--- config.mk ---
export PLATFORM = sky130hd
export DESIGN_NAME = csr_bank
export DESIGN_NICKNAME = d
export VERILOG_FILES = /design/src/rtl/csr_bank.sv
export SDC_FILE = /design/constraint.sdc
export NUM_CORES = 1
export LEC_CHECK = 0
export ABC_AREA = 0
export CAP_MARGIN = 20
export CORE_ASPECT_RATIO = 1.75
export CORE_MARGIN = 1.5
export CORE_UTILIZATION = 58
export DETAILED_ROUTE_END_ITERATION = 12
export HOLD_SLACK_MARGIN = 0.15
export PLACE_DENSITY = 0.9
export RECOVER_POWER = 100
export SETUP_SLACK_MARGIN = 0.02
export SYNTH_ARGS = -nofsm -noshare
export SYNTH_HDL_FRONTEND = slang
export SYNTH_SLANG_ARGS = --single-unit
--- constraint.sdc ---
create_clock -name clk -period 7.1 [get_ports clk]
set_input_delay 1.42 -clock clk [delete_from_list [all_inputs] [get_ports clk]]
set_output_delay 1.42 -clock clk [all_outputs]
set_load 0.02 [all_outputs]
--- src/rtl/csr_bank.sv ---
// csr_bank: J1 I/O control/status registers for UART, LED, GPIO banks,
// interval timer and the interrupt line back to the core.
module csr_bank #(
  parameter logic [15:0] BASE       = 16'h0000,
  parameter int          DATA_W     = 16,
  parameter int          GPIO_W     = 8,
  parameter int          GPIO_BANKS = 2,
  parameter int          TIMER_W    = 16,
  parameter int          PRESCALE   = 1000
) (
  input  logic                         clk,
  input  logic                         rst_n,
  input  logic [15:0]                  j1_mem_addr,
  input  logic [DATA_W-1:0]            j1_dout,
  input  logic                         j1_io_wr,
  input  logic                         j1_io_rd,
  output logic [DATA_W-1:0]            j1_io_din,
  output logic                         uart_tx_wr,
  output logic [7:0]                   uart_tx_wdata,
  input  logic                         uart_tx_tbr_valid,
  output logic                         uart_rx_rd,
  input  logic [7:0]                   uart_rx_rdata,
  input  logic                         uart_rx_d_valid,
  input  logic                         uart_rx_overflow,
  output logic                         uart_rx_clr_ovrflw,
  input  logic [GPIO_BANKS*GPIO_W-1:0] gpio_in,
  output logic [GPIO_BANKS*GPIO_W-1:0] gpio_out,
  output logic [GPIO_BANKS*GPIO_W-1:0] gpio_oe,
  output logic                         led,
  output logic                         irq
);

  localparam int PS_W = (PRESCALE > 1) ? $clog2(PRESCALE) : 1;
  localparam logic [PS_W-1:0] PS_MAX = PS_W'(PRESCALE - 1);

  typedef logic [GPIO_BANKS-1:0][GPIO_W-1:0] gbank_t;

  logic [15:0] ofs;
  assign ofs = j1_mem_addr - BASE;

  logic hit_tx, hit_tbr, hit_rx, hit_rxv, hit_ovf, hit_led;
  logic hit_sum, hit_cnt, hit_cmp, hit_ctrl, hit_stat;

  assign hit_tx   = (ofs == 16'h00);
  assign hit_tbr  = (ofs == 16'h01);
  assign hit_rx   = (ofs == 16'h02);
  assign hit_rxv  = (ofs == 16'h03);
  assign hit_ovf  = (ofs == 16'h04);
  assign hit_led  = (ofs == 16'h05);
  assign hit_sum  = (ofs == 16'h06);
  assign hit_cnt  = (ofs == 16'h08);
  assign hit_cmp  = (ofs == 16'h09);
  assign hit_ctrl = (ofs == 16'h0A);
  assign hit_stat = (ofs == 16'h0B);

  logic [GPIO_BANKS-1:0] hit_in, hit_out, hit_oe, hit_ie, hit_pend;

  for (genvar b = 0; b < GPIO_BANKS; b++) begin : g_dec
    assign hit_in[b]   = (ofs == 16'(16 + 8*b));
    assign hit_out[b]  = (ofs == 16'(16 + 8*b + 1));
    assign hit_oe[b]   = (ofs == 16'(16 + 8*b + 2));
    assign hit_ie[b]   = (ofs == 16'(16 + 8*b + 3));
    assign hit_pend[b] = (ofs == 16'(16 + 8*b + 4));
  end

  logic wr_ovf, wr_led, wr_cnt, wr_cmp, wr_ctrl, wr_stat;

  assign wr_ovf  = j1_io_wr & hit_ovf;
  assign wr_led  = j1_io_wr & hit_led;
  assign wr_cnt  = j1_io_wr & hit_cnt;
  assign wr_cmp  = j1_io_wr & hit_cmp;
  assign wr_ctrl = j1_io_wr & hit_ctrl;
  assign wr_stat = j1_io_wr & hit_stat;

  assign uart_tx_wr    = j1_io_wr & hit_tx;
  assign uart_tx_wdata = j1_dout[7:0];
  assign uart_rx_rd    = j1_io_rd & hit_rx;

  logic [GPIO_W-1:0]  wd_g;
  logic [TIMER_W-1:0] wd_t;

  assign wd_g = j1_dout[GPIO_W-1:0];
  assign wd_t = j1_dout[TIMER_W-1:0];

  // GPIO state
  gbank_t g_out, g_oe, g_ie, g_pend;
  gbank_t s1, s2, s3;
  gbank_t rise, pend_clr;

  assign rise = s2 & ~s3;

  always_comb begin
    pend_clr = '0;
    for (int b = 0; b < GPIO_BANKS; b++) begin
      if (j1_io_wr && hit_pend[b]) pend_clr[b] = wd_g;
    end
  end

  // A new edge overrides a W1C on the same bit
  always_ff @(posedge clk or negedge rst_n) begin
    if (!rst_n) begin
      s1     <= '0;
      s2     <= '0;
      s3     <= '0;
      g_out  <= '0;
      g_oe   <= '0;
      g_ie   <= '0;
      g_pend <= '0;
    end else begin
      s1     <= gpio_in;
      s2     <= s1;
      s3     <= s2;
      g_pend <= (g_pend & ~pend_clr) | rise;
      for (int b = 0; b < GPIO_BANKS; b++) begin
        if (j1_io_wr && hit_out[b]) g_out[b] <= wd_g;
        if (j1_io_wr && hit_oe[b])  g_oe[b]  <= wd_g;
        if (j1_io_wr && hit_ie[b])  g_ie[b]  <= wd_g;
      end
    end
  end

  assign gpio_out = g_out;
  assign gpio_oe  = g_oe;

  // Timer
  logic [PS_W-1:0]    psc;
  logic [TIMER_W-1:0] cnt, cmp;
  logic [2:0]         ctrl;
  logic               tpend;
  logic               tick, match;

  assign tick  = ctrl[0] & (psc == PS_MAX);
  assign match = tick & ~wr_cnt & (cnt == cmp);

  always_ff @(posedge clk or negedge rst_n) begin
    if (!rst_n) begin
      psc   <= '0;
      cnt   <= '0;
      cmp   <= '0;
      ctrl  <= '0;
      tpend <= 1'b0;
    end else begin
      if (!ctrl[0])  psc <= '0;
      else if (tick) psc <= '0;
      else           psc <= psc + 1'b1;

      // CPU load beats the tick
      if (wr_cnt)      cnt <= wd_t;
      else if (tick)   cnt <= (match & ctrl[1]) ? '0 : cnt + 1'b1;

      if (wr_cmp)  cmp  <= wd_t;
      if (wr_ctrl) ctrl <= j1_dout[2:0];

      if (match)                   tpend <= 1'b1;
      else if (wr_stat & j1_dout[0]) tpend <= 1'b0;
    end
  end

  // Interrupt summary
  logic [DATA_W-1:0] irq_sum;

  always_comb begin
    irq_sum = '0;
    for (int b = 0; b < GPIO_BANKS; b++) begin
      irq_sum[b] = |(g_pend[b] & g_ie[b]);
    end
    irq_sum[DATA_W-1] = tpend & ctrl[2];
  end

  logic led_r, clr_r, irq_r;

  always_ff @(posedge clk or negedge rst_n) begin
    if (!rst_n) begin
      led_r <= 1'b0;
      clr_r <= 1'b0;
      irq_r <= 1'b0;
    end else begin
      if (wr_led) led_r <= j1_dout[0];
      clr_r <= wr_ovf & j1_dout[0];
      irq_r <= |irq_sum;
    end
  end

  assign led                = led_r;
  assign uart_rx_clr_ovrflw = clr_r;
  assign irq                = irq_r;

  // Read mux
  logic [DATA_W-1:0] rdata;

  always_comb begin
    rdata = DATA_W'(16'hBADA);
    unique case (1'b1)
      hit_tbr:  rdata = DATA_W'(uart_tx_tbr_valid);
      hit_rx:   rdata = DATA_W'(uart_rx_rdata);
      hit_rxv:  rdata = DATA_W'(uart_rx_d_valid);
      hit_ovf:  rdata = DATA_W'(uart_rx_overflow);
      hit_led:  rdata = DATA_W'(led_r);
      hit_sum:  rdata = irq_sum;
      hit_cnt:  rdata = DATA_W'(cnt);
      hit_cmp:  rdata = DATA_W'(cmp);
      hit_ctrl: rdata = DATA_W'(ctrl);
      hit_stat: rdata = DATA_W'(tpend);
      default: begin
        for (int b = 0; b < GPIO_BANKS; b++) begin
          if (hit_in[b])   rdata = DATA_W'(s2[b]);
          if (hit_out[b])  rdata = DATA_W'(g_out[b]);
          if (hit_oe[b])   rdata = DATA_W'(g_oe[b]);
          if (hit_ie[b])   rdata = DATA_W'(g_ie[b]);
          if (hit_pend[b]) rdata = DATA_W'(g_pend[b]);
        end
      end
    endcase
    if (!j1_io_rd) rdata = DATA_W'(16'hDEAD);
  end

  assign j1_io_din = rdata;

endmodule
==> results of run 1 <==
layout make-up:
| type | count | area (µm²) |
|---|---|---|
| clock buffer | 20 | 467 |
| clock inverter | 12 | 145 |
| fill | 913 | 3600 |
| inverter | 22 | 82.6 |
| multi-input combinational | 520 | 3500 |
| sequential | 161 | 4030 |
| tap | 174 | 218 |
| timing repair buffer | 140 | 1340 |
through the flow:
stage	utilization	setup WS [ns]	instance area [µm²]	cells	power, mW
global route	0.731	0.394	9780	1049	2.07
CTS	0.735	0.960	9840	1049	2.02
detailed placement	0.689	0.974	9220	1017	1.09
global placement	0.689	1.07	9220	1017	1.09
finish	0.731	0.518	9780	1049	2.01
floorplan	-	2.40	7900	755	1.00
worst max-delay path, cell delays in order:
cell	delay [ns]
dlygate4sd3_1	0.55
or4_1	0.69
nor4_1	0.31
clkbuf_1	0.48
o21ai_0	0.32
o21ai_0	0.29
and3_1	0.28
o2111ai_1	0.12
dlygate4sd3_1	0.70
power by group:
part,switching (mW),internal [mW]
Sequential,0.00851,0.931
Combinational,0.0784,0.0494
Clock,0.393,0.554
path summary, 6_finish.rpt:
check | start | to | slack, ns | cells past startpoint
setup / recovery | j1_mem_addr[13] | j1_io_din[7] | 0.52 | 9
hold / removal | s1[9] | s2[9] | 0.35 | 0
setup reg to reg | psc[0] | cnt[10] | 4.45 | 6
hold reg to reg | s1[9] | s2[9] | 0.35 | 0
max in group asynchronous | rst_n | cnt[12] | 1.88 | 2
min in group asynchronous | rst_n | psc[6] | 2.54 | 1
layer usage:
layer | global-route usage | wire [µm] | vias to the layer above
met3 | 0.0758 | 1870 | 167
met4 | 0.281 | 2150 | 0
met1 | 0.383 | 8330 | 3346
met5 | 0 | 0 | -
li1 | - | - | 2970
met2 | 0.601 | 12400 | 486
cells by family (layout without fill, tap and decap cells):
| kind of cell | Yosys count | after routing | share of synthesized area |
|---|---|---|---|
| compound gates | 158 | 158 | 0.135 |
| xor+xnor | 22 | 22 | 0.0244 |
| flops | 161 | 161 | 0.510 |
| simple gates | 264 | 264 | 0.179 |
| fa+ha+maj | 2 | 2 | 0.00317 |
| buf+inv | 74 | 194 | 0.0425 |
| mux | 74 | 74 | 0.106 |
cells in the final DEF, fill, tap and decap left out, types with 5 or more instances in the layout:
master,count
a21oi_1,32
a221o_1,8
a221oi_1,6
a22o_1,9
a22oi_1,20
a31oi_1,13
and3_1,18
buf_4,14
clkbuf_16,17
clkdlybuf4s50_1,45
dfrtp_1,161
dlygate4sd3_1,77
inv_1,22
mux2_2,64
mux2i_1,5
nand2_1,68
nand2b_1,5
nand3_1,29
nand3b_1,7
nand4_1,18
nor2_1,51
nor2b_1,8
nor3_1,19
nor4_1,12
o21ai_0,34
o22ai_1,6
or3_1,5
xnor2_1,16
xor2_1,6
==> results.toml, run 1 <==
[timing]
setup_viol = 0
fin_skew_ns = 0.0101
hold_viol = 0
rsz0062_at_grt = "false"
setup_tns_ns = 0
tightest_slew_ns = 4.36
fin_crit_ns = 6.58
relSlewSlack = -1.91
final.period_utilization = 0.927
fmaxAchievable_mhz = 152
hold_ws_ns = 0.346
maxSlewViolCount = 84

[global_route]
gr-total-overflow = 0
first_global_vias = 7056
grt_pass1_wl_mm = 38.0
grt_max_degree = 84
grt_usage = 0.355
antenna_found_initial = 0

[job]
max_cap_viol_count = 1

[die]
rows = 56
die-area_um2 = 14400
die_x_um = 91.2
initial_core_util = 0.590
design.core.area_um2 = 13400
ios = 124
die_y_um = 157

[outcome]
violations = "max-capacitance violations, max-slew violations"
status = "complete, but fails checks"

[logic_synthesis]
synth.avg_cell_area_um2 = 10.5
synth_edf_count = 0
synth-async-reset-ratio = 1.00
synth_area_um2 = 7900
ys_seq_area_frac = 0.510
post_synth_num_cell_types = 69
ys_warn_count = 0
ys_ff_latch = 161
synth_flop_cell = "dfrtp_1"
synth_top_area_frac = 0.510
netlist_instances = 755
synth.most_common_cell = "dfrtp_1"
synthTopCellsByCount = "161 x dfrtp_1, 67 x nand2_1, 64 x mux2_2"
synthTopCellsByArea = "dfrtp_1 51%, mux2_2 9.1%, nand2_1 3.2%, nor2_1 2.4%, o21ai_0 2.2%"
synth_top_area_cell = "dfrtp_1"
synth_nets = 820

[critical_path]
critPathCaptureType = "output pin"
required_ns = 5.68
arrival_ns = 5.16
criticalPathCategory = "in2out"
worstPathMaxFanout = 11
crit_path_start_kind = "input port"

[clock_tree]
worstSkewPairLatency_ns = 0.44
clk_pin_slew_worst_paths_ns = 0.06
root_buffer = "clkbuf_16"
cts_max_level = 4
tritoncts = "done"
postCtsSetupBuffers = 0
cts-hold-fix-buffers = 0
cts.sinks = 161
clockBufferDepth = 2
numCtsBuffers = 17
post_cts_resized = 0

[routing]
first_pass_iters = 6
wire_per_inst_um = 23.6
drt_wl_total_mm = 24.8
vias_per_cell = 6.64
drt-initial-drc-count = 832
num_vias = 6969
drc = 0
antenna_left = 0

[pwr]
pwr_density_cell_nw_per_um2 = 206
ir_drop_mv = 0.151
p_leak_nw = 4.39

[hold_path]
min_path_type = "reg2reg"

[layout]
area_delta_synth_final_pct = 23.9
drive_gt1_frac = 0.142
diodes = 0
nNetsFinal = 927

[placed_design]
hpwl_mm = 17.6
gp_congestion = 1.04
io_buffers = 123
Power figures use the tool's default switching activity.
==> inputs of run 2 (changes only) <==
- RECOVER_POWER: 100 -> default
==> run 2 against run 1 <==
Against the previous run: the flow now finishes without violations; via count rose by 0.17%; cell count did not move; sequential power barely moved; power rose by 0.20%; worst hold slack improved by 0.0012 ns; critical endpoint is now j1_io_din[2].
==> results.toml, run 2 (synthesis results as in run 1) <==
[critical_path]
path_cells = "clkdlybuf4s50_1 > nor4_1 > nand4_1 > nor2_4 > a221o_1 > a21oi_1 > o21ai_0 > clkdlybuf4s50_1"
critPathCaptureType = "output pin"
crit_family = "simple AND/OR/NAND/NOR gates"
critPathMaxStageDelay_ns = 0.71
path_buf_inv = 2
crit_path_frequent_cell = "clkdlybuf4s50_1"
arrival_ns = 4.87
slowest_stage = "clkdlybuf4s50_1"
ff2ff_setup_slack_ns = 4.44
required_ns = 5.68
worstPathMaxFanout = 17
crit_path_start_kind = "input port"
criticalPathCategory = "in2out"

[timing]
maxSlewViolCount = 0
hold_viol = 0
setup_tns_ns = 0
tightest_slew_ns = 1.03
rsz0062_at_grt = "false"
fin_skew_ns = 0.00876
fmaxAchievable_mhz = 159
fin_ws_ns = 0.813
setup_viol = 0
relSlewSlack = 0.311
final.period_utilization = 0.886
fin_crit_ns = 6.29

[die]
rows = 56
die_x_um = 91.2
design.core.area_um2 = 13400
initial_core_util = 0.590
die-area_um2 = 14400
die_y_um = 157
ios = 124

[layout]
drive_gt1_frac = 0.154
num-fill-cells = 898
fin_util = 0.735
nNetsFinal = 927
diodes = 0
multiInputGateArea_um2 = 3530
layout_common_cells = "161 x dfrtp_1, 122 x clkdlybuf4s50_1, 67 x nand2_1, 64 x mux2_2, 51 x nor2_1"
final_common_cell = "dfrtp_1"
area_delta_synth_final_pct = 24.5
stdcell_area_um2 = 9840
ff_latch_area_um2 = 4030

[clock_tree]
tritoncts = "done"
clk_pin_slew_worst_paths_ns = 0.06
cts-hold-fix-buffers = 0
cts_max_level = 4
clockBufferDepth = 2
cts.sinks = 161
numCtsBuffers = 17
worstSkewPairLatency_ns = 0.43
postCtsSetupBuffers = 0
post_cts_resized = 0
root_buffer = "clkbuf_16"

[global_route]
first_global_vias = 7056
gr-total-overflow = 0
antenna_found_initial = 0
grt_max_degree = 84
grt_usage = 0.355
grt_pass1_wl_mm = 38.0

[pwr]
pwr-share-comb = 0.066
p_sw_mw = 0.479
p_clk_frac = 0.468
ir_drop_mv = 0.150
pwr_density_cell_nw_per_um2 = 205
p_seq_frac = 0.466
intPower_mw = 1.54
sw_frac_of_total = 0.238
totalPowerFinal_mw = 2.02
p_leak_nw = 4.29

[outcome]
status = "completed"

[job]
max_cap_viol_count = 0

[routing]
first_pass_iters = 10
vias_per_cell = 6.65
drt_wl_total_mm = 24.9
drt-initial-drc-count = 801
wire_per_inst_um = 23.7
antenna_left = 0
num_vias = 6981
drc = 0

[placed_design]
gp_congestion = 1.04
hpwl_mm = 17.6
placed_area_um2 = 9220
place_ws_ns = 0.974
io_buffers = 123

[hold_path]
min_path_type = "reg2reg"
==> run 2: cell type report <==
class / instances / share of cell area
Clock buffer: 20 / 0.0474
Clock inverter: 12 / 0.0148
Inverter: 22 / 0.00840
Multi-Input combinational cell: 520 / 0.359
Sequential cell: 161 / 0.410
Tap cell: 174 / 0.0221
Timing Repair Buffer: 140 / 0.138
==> run 2: worst paths after layout <==
check                                      from            to  cells past startpoint
worst max-delay path            j1_mem_addr[13]  j1_io_din[2]                      8
worst min-delay path                      s1[9]         s2[9]                      0
worst max register to register           psc[0]       cnt[10]                      6
worst min register to register            s1[9]         s2[9]                      0
max in group asynchronous                 rst_n        s2[10]                      2
min in group asynchronous                 rst_n        psc[5]                      1
==> run 2: power by group through the flow <==
stage | clock, mW | sequential [mW] | combinational (mW)
after global placement | 0 | 0.956 | 0.130
after global routing | 0.992 | 0.940 | 0.141
after detailed placement | 0 | 0.956 | 0.131
after floorplan | 0 | 0.953 | 0.0468
final | 0.946 | 0.940 | 0.133
after CTS | 0.944 | 0.939 | 0.132
==> run 2: routing by layer <==
metal / global-route usage / part of all wire / vias up / wire length [µm]
met2: 0.601 / 0.50 / 469 / 12500
li1: - / - / 2976 / -
met3: 0.0758 / 0.076 / 157 / 1890
met5: 0 / 0 / - / 0
met1: 0.383 / 0.34 / 3379 / 8360
met4: 0.281 / 0.083 / 0 / 2070
==> run 2: stage by stage <==
stage	cells	hold WS [ns]
after floorplan	755	0.331
after global placement	1017	0.332
after detailed placement	1017	0.335
after CTS	1049	0.349
after global routing	1049	0.356
final	1049	0.347
==> run 2: worst register-to-register path: cells and delay by family, from the launching register on <==
| kind | cells | cell delay [ns] |
|---|---|---|
| AO/OA/AOI/OAI | 3 | 1.05 |
| AND/OR/NAND/NOR | 2 | 0.84 |
| flip-flops | 1 | 0.40 |
| adder cells (fa/ha/maj) | 1 | 0.28 |
==> inputs of run 3 (changes only) <==
- CORE_ASPECT_RATIO: 1.75 -> 1.4
- SLEW_MARGIN: default -> 40
==> run 3 against run 2 <==
Against the previous run: register-to-register slack worse by 0.02 ns; sequential power hardly changed; largest power group is now registers; non-clock buffer count decreased by 1; critical path depth stayed put; power decreased by 0.96%; largest cell class unchanged; fmax is 1.7% higher; clock power shrank 2.4%; combinational power is essentially flat; highest routed layer unchanged; die area shrank 0.12%; sequential cell count is the same.
==> results.toml, run 3 (synthesis results as in run 1) <==
[layout]
layout_common_cells = "161 x dfrtp_1, 122 x clkdlybuf4s50_1, 66 x nand2_1, 64 x mux2_2, 51 x nor2_1"
num-fill-cells = 955
drive_gt1_frac = 0.153
final_common_cell = "dfrtp_1"
area_delta_synth_final_pct = 24.7
nNetsFinal = 926
diodes = 0
stdcell_area_um2 = 9850

[critical_path]
reg2reg_to = "cnt[12]"
worstPathMaxFanout = 19
arrival_ns = 4.76
required_ns = 5.68
critPathCaptureType = "output pin"
reg2reg_depth = 6
crit_path_start_kind = "input port"
ff2ff_setup_slack_ns = 4.42
criticalPathCategory = "in2out"
worstReg2RegStart = "psc[0]"

[global_route]
grt_pass1_wl_mm = 37.2
first_global_vias = 6763
grt_usage = 0.352
antenna_found_initial = 0
grt_max_degree = 106
gr-total-overflow = 0

[routing]
drc = 0
first_pass_iters = 7
vias_per_cell = 6.53
wire_per_inst_um = 23.1
antenna_left = 0
drt_wl_total_mm = 24.4
drt-initial-drc-count = 629
num_vias = 6880

[timing]
maxSlewViolCount = 0
fin_skew_ns = 0.00644
fmaxAchievable_mhz = 162
rsz0062_at_grt = "false"
fin_crit_ns = 6.18
final.period_utilization = 0.870
setup_tns_ns = 0
tightest_slew_ns = 0.802
hold_viol = 0
relSlewSlack = 0.464
setup_viol = 0

[clock_tree]
clk_pin_slew_worst_paths_ns = 0.06
cts_max_level = 4
clockBufferDepth = 2
worstSkewPairLatency_ns = 0.43
tritoncts = "done"
post_cts_resized = 0
postCtsSetupBuffers = 0
root_buffer = "clkbuf_16"
cts-hold-fix-buffers = 0
numCtsBuffers = 17
cts.sinks = 161

[placed_design]
placed_area_um2 = 9230
hpwl_mm = 17.3
gp_congestion = 1.11
io_buffers = 123

[outcome]
status = "completed"

[hold_path]
min_from = "s1[5]"
min_path_type = "reg2reg"
hold_depth = 0
hold_end = "s2[5]"

[job]
max_cap_viol_count = 0

[die]
die_x_um = 102
initial_core_util = 0.593
rows = 50
ios = 124
die_y_um = 141
design.core.area_um2 = 13300
die-area_um2 = 14300

[pwr]
ir_drop_mv = 0.154
p_leak_nw = 4.29
pwr_density_cell_nw_per_um2 = 203
run 3: cell count changes in the layout (fill, tap and decap cells not counted), sizes merged:
cell,previous run,this run
bufinv,2,3
clkinvlp,1,0
buf,18,17
clkinv,4,7
inv,27,22
run 3: area by class of cell:
class	instances	area, µm²	share of cell area
sequential	161	4030	0.409
multi-input combinational	520	3540	0.360
inverter	22	82.6	0.00838
timing repair buffer	139	1380	0.140
clock buffer	20	457	0.0464
clock inverter	10	136	0.0138
tap	182	228	0.0231
run 3: how the worst max path moves through the flow:
stage                   start      endpoint  slack [ns]
5_1_grt        j1_mem_addr[0]  j1_io_din[6]        0.80
2_1_floorplan  j1_mem_addr[5]  j1_io_din[2]        2.40
6_report       j1_mem_addr[0]  j1_io_din[4]        0.92
3_3_place_gp   j1_mem_addr[0]  j1_io_din[0]        1.07
4_1_cts        j1_mem_addr[0]  j1_io_din[6]        1.02
3_5_place_dp   j1_mem_addr[0]  j1_io_din[4]        1.04
run 3: layer usage:
metal,vias up,GRT usage,part of all wire
met1,3359,0.434,0.37
met5,-,0,0
met3,132,0.0813,0.078
li1,2972,-,-
met4,0,0.218,0.070
met2,417,0.554,0.48
run 3: where the power goes:
| group | leakage, nW | switching, mW | total, mW | internal (mW) |
|---|---|---|---|---|
| clock | 0.295 | 0.357 | 0.923 | 0.566 |
| sequential | 1.97 | 0.00843 | 0.940 | 0.932 |
| combinational | 2.02 | 0.0801 | 0.136 | 0.0556 |
run 3: worst max-delay path, cell delays in order:
cell             delay (ns)
clkdlybuf4s50_1        0.91
nor2b_1                0.47
nand2_1                0.25
nor2_4                 0.48
a221o_1                0.23
o21ai_1                0.10
a21oi_1                0.24
clkdlybuf4s50_1        0.64
run 3: per-stage QoR:
step	total power [mW]	util	cells	setup WS [ns]	hold WS (ns)
after CTS	2.01	0.737	1053	1.02	0.349
after detailed placement	1.09	0.693	1023	1.04	0.335
after global placement	1.09	0.692	1023	1.07	0.334
after floorplan	1.00	-	755	2.40	0.331
after global routing	2.06	0.739	1054	0.798	0.353
final	2.00	0.739	1054	0.920	0.345
